--- src/rtl/dmem_pkg.sv ---
// dmem_pkg: shared FSM state type, RV32 funct3 encodings and access-legality helpers
package dmem_pkg;
  typedef enum logic [1:0] {IDLE, WAIT, RESP} dmem_state_t;
  localparam logic [2:0] F3_B  = 3'b000;
  localparam logic [2:0] F3_H  = 3'b001;
  localparam logic [2:0] F3_W  = 3'b010;
  localparam logic [2:0] F3_BU = 3'b100;
  localparam logic [2:0] F3_HU = 3'b101;
  // Stores only accept the signed encodings; loads also accept the unsigned ones.
  function automatic logic f3_legal(input logic wr, input logic [2:0] f3);
    return (f3 == F3_B) || (f3 == F3_H) || (f3 == F3_W) || (!wr && ((f3 == F3_BU) || (f3 == F3_HU)));
  endfunction
  // f3[1:0] encodes the access size for every legal funct3.
  function automatic logic misaligned(input logic [2:0] f3, input logic [1:0] lane);
    return ((f3[1:0] == 2'b01) && lane[0]) || ((f3[1:0] == 2'b10) && (lane != 2'b00));
  endfunction
endpackage

--- src/rtl/dmem_if.sv ---
// dmem_if: core data-memory port bundle
//   master (core):      drives req_rd/req_wr/req_addr/req_funct3/req_wdata, sees req_ready and rsp_*
//   slave (responder):  sees the request, drives req_ready/rsp_valid/rsp_rdata/rsp_err
interface dmem_if #(parameter int ADDR_W = 9, parameter int DATA_W = 32);
  logic              req_rd;
  logic              req_wr;
  logic [ADDR_W-1:0] req_addr;
  logic [2:0]        req_funct3;
  logic [DATA_W-1:0] req_wdata;
  logic              req_ready;
  logic              rsp_valid;
  logic [DATA_W-1:0] rsp_rdata;
  logic              rsp_err;
  modport master(output req_rd, req_wr, req_addr, req_funct3, req_wdata, input req_ready, rsp_valid, rsp_rdata, rsp_err);
  modport slave(input req_rd, req_wr, req_addr, req_funct3, req_wdata, output req_ready, rsp_valid, rsp_rdata, rsp_err);
endinterface

--- src/rtl/dmem_byte_ram.sv ---
// dmem_byte_ram: four byte-lane RAM, per-lane write enables, asynchronous word read
//   clk    in  write clock
//   we     in  per-lane byte enables
//   idx    in  word index (shared by read and write)
//   wdata  in  lane-aligned write data
//   rdata  out word at idx
module dmem_byte_ram #(parameter int ADDR_W = 9) (
  input  logic              clk,
  input  logic [3:0]        we,
  input  logic [ADDR_W-3:0] idx,
  input  logic [31:0]       wdata,
  output logic [31:0]       rdata
);
  localparam int DEPTH = 2 ** (ADDR_W - 2);
  for (genvar l = 0; l < 4; l++) begin : g_lane
    logic [7:0] mem [DEPTH];
    always_ff @(posedge clk) if (we[l]) mem[idx] <= wdata[8*l +: 8];
    assign rdata[8*l +: 8] = mem[idx];
  end
endmodule

--- src/rtl/dmem_responder.sv ---
// dmem_responder: RV32 load/store responder with configurable wait states over a byte RAM
//   clk    in  clock
//   reset  in  asynchronous active-low reset
//   bus    slave side of dmem_if: request in, req_ready/rsp_valid/rsp_rdata/rsp_err out
module dmem_responder import dmem_pkg::*; #(
  parameter int DATA_W      = 32,
  parameter int ADDR_W      = 9,
  parameter int WAIT_STATES = 2
) (
  input logic   clk,
  input logic   reset,
  dmem_if.slave bus
);
  localparam logic [3:0] LAST = 4'(WAIT_STATES - 1);
  dmem_state_t       state;
  logic [3:0]        cnt;
  logic [ADDR_W-1:0] addr_q, a;
  logic [2:0]        f3_q, f3;
  logic [DATA_W-1:0] wd_q, word, sh, ld, rsp_d;
  logic              wr_q, err_q, idle, wr, err_c, err;
  logic [3:0]        be, we;
  // In IDLE the live request is used so a zero-wait response can be formed on the accept edge.
  assign idle  = state == IDLE;
  assign a     = idle ? bus.req_addr : addr_q;
  assign f3    = idle ? bus.req_funct3 : f3_q;
  assign wr    = idle ? bus.req_wr : wr_q;
  assign err_c = (bus.req_rd & bus.req_wr) | ~f3_legal(bus.req_wr, bus.req_funct3) | misaligned(bus.req_funct3, bus.req_addr[1:0]);
  assign err   = idle ? err_c : err_q;
  assign sh    = word >> {a[1:0], 3'b000};
  assign ld    = f3 == F3_B  ? {{(DATA_W-8){sh[7]}}, sh[7:0]} :
                 f3 == F3_H  ? {{(DATA_W-16){sh[15]}}, sh[15:0]} :
                 f3 == F3_BU ? {{(DATA_W-8){1'b0}}, sh[7:0]} :
                 f3 == F3_HU ? {{(DATA_W-16){1'b0}}, sh[15:0]} : sh;
  assign rsp_d = (err | wr) ? '0 : ld;
  assign be    = f3_q[1:0] == 2'b00 ? 4'b0001 << addr_q[1:0] : f3_q[1:0] == 2'b01 ? 4'b0011 << addr_q[1:0] : 4'b1111;
  // Only a store in RESP writes, so the write lands on the edge that leaves RESP.
  assign we    = (state == RESP && wr_q && !err_q) ? be : 4'b0000;
  dmem_byte_ram #(.ADDR_W(ADDR_W)) u_ram (
    .clk  (clk),
    .we   (we),
    .idx  (a[ADDR_W-1:2]),
    .wdata(wd_q << {addr_q[1:0], 3'b000}),
    .rdata(word)
  );
  always_ff @(posedge clk or negedge reset) begin
    if (!reset) begin
      state         <= IDLE;
      cnt           <= '0;
      addr_q        <= '0;
      f3_q          <= '0;
      wd_q          <= '0;
      wr_q          <= 1'b0;
      err_q         <= 1'b0;
      bus.req_ready <= 1'b1;
      bus.rsp_valid <= 1'b0;
      bus.rsp_rdata <= '0;
      bus.rsp_err   <= 1'b0;
    end else begin
      case (state)
        IDLE: if (bus.req_rd | bus.req_wr) begin
          addr_q        <= bus.req_addr;
          f3_q          <= bus.req_funct3;
          wd_q          <= bus.req_wdata;
          wr_q          <= bus.req_wr;
          err_q         <= err_c;
          bus.req_ready <= 1'b0;
          if (WAIT_STATES == 0) begin
            state         <= RESP;
            bus.rsp_valid <= 1'b1;
            bus.rsp_rdata <= rsp_d;
            bus.rsp_err   <= err;
          end else state <= WAIT;
        end
        WAIT: if (cnt == LAST) begin
          cnt           <= '0;
          state         <= RESP;
          bus.rsp_valid <= 1'b1;
          bus.rsp_rdata <= rsp_d;
          bus.rsp_err   <= err;
        end else cnt <= cnt + 4'd1;
        RESP: begin
          state         <= IDLE;
          bus.req_ready <= 1'b1;
          bus.rsp_valid <= 1'b0;
          bus.rsp_rdata <= '0;
          bus.rsp_err   <= 1'b0;
        end
        default: state <= IDLE;
      endcase
    end
  end
endmodule

--- src/flat_wrapper.sv ---
// flat-port wrapper written by rule: the top's interface ports become plain ports
module dmem_responder_flat import dmem_pkg::*;
#(
  parameter int DATA_W      = 32,
  parameter int ADDR_W      = 9,
  parameter int WAIT_STATES = 2
)
  (clk, reset, bus_req_rd, bus_req_wr, bus_req_addr, bus_req_funct3, bus_req_wdata, bus_req_ready, bus_rsp_valid, bus_rsp_rdata, bus_rsp_err);
  dmem_if #(.ADDR_W(ADDR_W), .DATA_W(DATA_W)) bus_i ();
  input logic clk;
  input logic reset;
  input wire logic [$bits(bus_i.req_rd)-1:0] bus_req_rd;
  input wire logic [$bits(bus_i.req_wr)-1:0] bus_req_wr;
  input wire logic [$bits(bus_i.req_addr)-1:0] bus_req_addr;
  input wire logic [$bits(bus_i.req_funct3)-1:0] bus_req_funct3;
  input wire logic [$bits(bus_i.req_wdata)-1:0] bus_req_wdata;
  output wire logic [$bits(bus_i.req_ready)-1:0] bus_req_ready;
  output wire logic [$bits(bus_i.rsp_valid)-1:0] bus_rsp_valid;
  output wire logic [$bits(bus_i.rsp_rdata)-1:0] bus_rsp_rdata;
  output wire logic [$bits(bus_i.rsp_err)-1:0] bus_rsp_err;
  assign bus_i.req_rd = bus_req_rd;
  assign bus_i.req_wr = bus_req_wr;
  assign bus_i.req_addr = bus_req_addr;
  assign bus_i.req_funct3 = bus_req_funct3;
  assign bus_i.req_wdata = bus_req_wdata;
  assign bus_req_ready = bus_i.req_ready;
  assign bus_rsp_valid = bus_i.rsp_valid;
  assign bus_rsp_rdata = bus_i.rsp_rdata;
  assign bus_rsp_err = bus_i.rsp_err;
  dmem_responder #(.DATA_W(DATA_W), .ADDR_W(ADDR_W), .WAIT_STATES(WAIT_STATES)) u_core (.clk(clk), .reset(reset), .bus(bus_i));
endmodule
--- config.mk ---
export PLATFORM = sky130hd
export DESIGN_NAME = dmem_responder_flat
export DESIGN_NICKNAME = d
export VERILOG_FILES = /design/src/rtl/dmem_pkg.sv /design/src/rtl/dmem_if.sv /design/src/rtl/dmem_byte_ram.sv /design/src/rtl/dmem_responder.sv /design/src/flat_wrapper.sv
export SDC_FILE = /design/constraint.sdc
export NUM_CORES = 2
export LEC_CHECK = 0
export ABC_AREA = 0
export ABC_CLOCK_PERIOD_IN_PS = 10250
export BUFFER_PORTS_ARGS = -buffer_cell sky130_fd_sc_hd__clkbuf_2
export CAP_MARGIN = 20
export CORE_MARGIN = 4
export CORE_UTILIZATION = 45
export CTS_CLUSTER_SIZE = 40
export DETAILED_ROUTE_END_ITERATION = 6
export GPL_ROUTABILITY_DRIVEN = 0
export GPL_TIMING_DRIVEN = 1
export SETUP_SLACK_MARGIN = 0.4
export SKIP_CTS_REPAIR_TIMING = 1
export SLEW_MARGIN = 30
export SYNTH_ARGS = -nofsm -noshare
export SYNTH_HDL_FRONTEND = slang
export SYNTH_SLANG_ARGS = --single-unit
--- constraint.sdc ---
create_clock -name clk -period 10.25 [get_ports clk]
set_input_delay 0.5125 -clock clk [delete_from_list [all_inputs] [get_ports clk]]
set_output_delay 0.5125 -clock clk [all_outputs]
set_load 0.02 [all_outputs]
==> impl_metrics.csv <==
group,metric,value,unit
power,irDropWorstVdd,0.0003309,V
synth,synth.top_cells.by_area,"edfxtp_1 78%, o22ai_1 6.2%, nor2_1 2.4%, nand2_1 1.5%, dfrtp_1 1.4%",
timing,worstMarginPinSlew,1174,ps
synth,synth_seq_cells,4183,
synth,syn_area,157400,µm²
clock_network,root_buffer,"clkbuf_16",
drt,firstDrtPassIters,7,
floorplanning,initial_utilization,0.4533,
synth,yosysTopAreaCell,"edfxtp_1",
drt,postRouteAntennaNets,0,
placement,portBuffers,82,
clock_network,cts_sinks,4183,
grt,antenna_found_initial,30,
setup_path,rrSetupSlack,3630,ps
finish,utilization,0.5112,
grt,grt_pass1_wl,733600,µm
synth,synth_cell_types,85,
synth,synth_compound_area_frac,0.1108,
floorplanning,die_y,599.5,µm
setup_path,arrival,7550,ps
floorplanning,die-area,359300,µm²
grt,grt_max_degree,144,
synth,async_flop_share,0.02080,
finish,fin_area,177500,µm²
synth,synthAdderAreaFrac,0.0003179,
drt,wire_per_inst,34.97,µm
drt,num_vias,100800,
synth,synth_top_area_share,0.7813,
worst_hold_path,min-delay-start,"bus_req_wdata[1]",
drt,routed_wirelength,530600,µm
floorplanning,fp-row-count,216,
clock_network,htree_levels,5,
timing,min_period,6619,ps
synth,yosys.area_share.simple,0.06643,
drt,drt_iter0_drc,16690,
timing,fin_skew,51.29,ps
timing,max_clock_freq,0.1511,GHz
timing,setup_tns,0,ps
synth,synth_common_cells,"4096 x edfxtp_1, 1569 x o22ai_1, 1019 x nor2_1",
placement,placed_area,163600,µm²
finish,area_growth,12.77,%
synth,ys_warn_count,0,
run,cap_violations,0,
grt,overflow,0,
clock_network,cts_tree,"built",
timing,hold_violations,0,
worst_hold_path,holdPathStages,4,
clock_network,numCtsBuffers,411,
status,status,"finished with violations",
synth,syn_area_per_cell,15.52,µm²
clock_network,cts_buffer_depth,4,
timing,whs,249.6,ps
grt,grt_usage,0.2859,
setup_path,r2r-end,"u_core.bus.rsp_rdata[17]$_DFFE_PN0P_",
setup_path,reg2reg_depth,12,
synth,syn_nets,10200,
drt,via_per_inst,6.644,
worst_hold_path,min_to,"u_core.wd_q[1]$_DFFE_PN0P_",
synth,synth_edf_count,4096,
clock_network,clkSlewWorstSetupHoldPaths,60,ps
drt,drc_errors,1,
grt,grt_pass1_vias,95170,
floorplanning,fp.dieW,599.5,µm
synth,yosysMostFrequentCell,"edfxtp_1",
synth,synth-seq-area-share,0.7952,
synth,muxShareOfSynthArea,0.005985,
setup_path,r2r_start,"u_core.state[1]$_DFFE_PN0P_",
timing,finalSetupViolCount,0,
finish,drive_gt1_frac,0.1114,
clock_network,clock_latency,1010,ps
floorplanning,ios,83,
floorplanning,fp.coreArea,347300,µm²
timing,rsz0062_at_grt,"false",
setup_path,worstSetupStartpoint,"u_core.state[1]$_DFFE_PN0P_",
synth,syn_inst,10140,
setup_path,cp.required,11180,ps
synth,synth_xor_area_frac,0.0001669,
setup_path,start_kind,"flip-flop",
status,failed_checks,"design-rule violations",
timing,slew_headroom,0.2162,
timing,post-route-period-util,0.6458,
synth,synth_ff_type,"edfxtp_1",
setup_path,worstPathMaxFanout,85,
power,p_per_area,321.6,nW/µm²
setup_path,cp-end-kind,"flip-flop",
synth,synth_top_family_by_area,"compound AO/OA/AOI/OAI gates",
finish,final_nets,10290,
worst_hold_path,hp-class,"primary input to flip-flop",
power,p_leak,55.63,nW
setup_path,criticalPathCategory,"flip-flop to flip-flop",
timing,slew_violations,0,
placement,hpwl,308200,µm
==> how the worst max path moves through the flow <==
stage                                                       endpoint  slack [ps]
final                           u_core.bus.rsp_rdata[17]$_DFFE_PN0P_        3630
after floorplan           u_core.u_ram.g_lane[2].mem[0][3]$_DFFE_PP_        2920
after global routing             u_core.bus.rsp_rdata[9]$_DFFE_PN0P_        3610
after detailed placement        u_core.bus.rsp_rdata[20]$_DFFE_PN0P_        3750
after global placement           u_core.bus.rsp_rdata[9]$_DFFE_PN0P_        3690
after CTS                       u_core.bus.rsp_rdata[20]$_DFFE_PN0P_        3720
==> worst max-delay path, stage by stage (launching register included) <==
cell	delay, ps
dfrtp_1	690
or3b_4	760
nand2_8	670
buf_12	440
buf_4	620
a211oi_1	160
o41ai_1	740
a41oi_1	510
a2111o_1	640
or3_1	460
o2111ai_2	280
nor2_1	150
o21ai_1	150
==> cell usage in the layout, fill, tap and decap left out, types with 102 or more instances in the layout <==
master / n
nand3_1: 102
nor2_1: 929
o22ai_1: 1569
a211oi_1: 143
o21ai_0: 175
buf_4: 241
nor4_1: 149
a21oi_1: 330
and3_1: 133
nor3_1: 215
nand2_1: 604
clkbuf_16: 417
edfxtp_1: 4096
==> routing by layer <==
layer / vias up / GRT usage / wire [µm]
met2: 7457 / 0.4252 / 235000
met5: - / 0.001203 / 329
met4: 22 / 0.1440 / 30410
li1: 40990 / - / -
met3: 1304 / 0.08227 / 70770
met1: 51040 / 0.3856 / 194100
==> sequential cells by signal, summed over array words and instances (netlist names), 2 cells and up <==
name                     count
u_core.cnt                   4
u_core.bus.rsp_rdata        32
u_core.addr_q                9
u_core.u_ram.g_lane.mem   4096
u_core.wd_q                 32
u_core.state                 2
u_core.f3_q                  3
==> cell families after synthesis <==
| group | Yosys count |
|---|---|
| AND/OR/NAND/NOR | 2387 |
| buffers and inverters | 742 |
| flip-flops | 4183 |
| AO/OA/AOI/OAI | 2733 |
| multiplexers | 91 |
| adder cells (fa/ha/maj) | 4 |
| XOR/XNOR | 3 |
==> through the flow <==
step | power, mW | instances | setup WS, ps
final | 57.10 | 15170 | 3631
after global routing | 58.39 | 15170 | 3608
after CTS | 56.41 | 15110 | 3722
after detailed placement | 41.76 | 14350 | 3745
after global placement | 41.38 | 14350 | 3686
after floorplan | 33.27 | 10140 | 2917
==> layout make-up <==
| class | instances | area [µm²] |
|---|---|---|
| Antenna cell | 12 | 30.03 |
| Clock buffer | 511 | 10870 |
| Tap cell | 4578 | 5728 |
| Inverter | 16 | 60.06 |
| Timing Repair Buffer | 412 | 3411 |
| Sequential cell | 4183 | 125200 |
| Fill cell | 28050 | 169800 |
| Clock inverter | 243 | 2295 |
| Multi-Input combinational cell | 5218 | 29960 |
==> where the power goes <==
group	internal [mW]	switching [mW]
sequential	22.5	0.379
clock	8.39	6.51
combinational	4.06	15.3
total	34.9	22.2
Note: power is estimated with default switching activity, not from simulation.
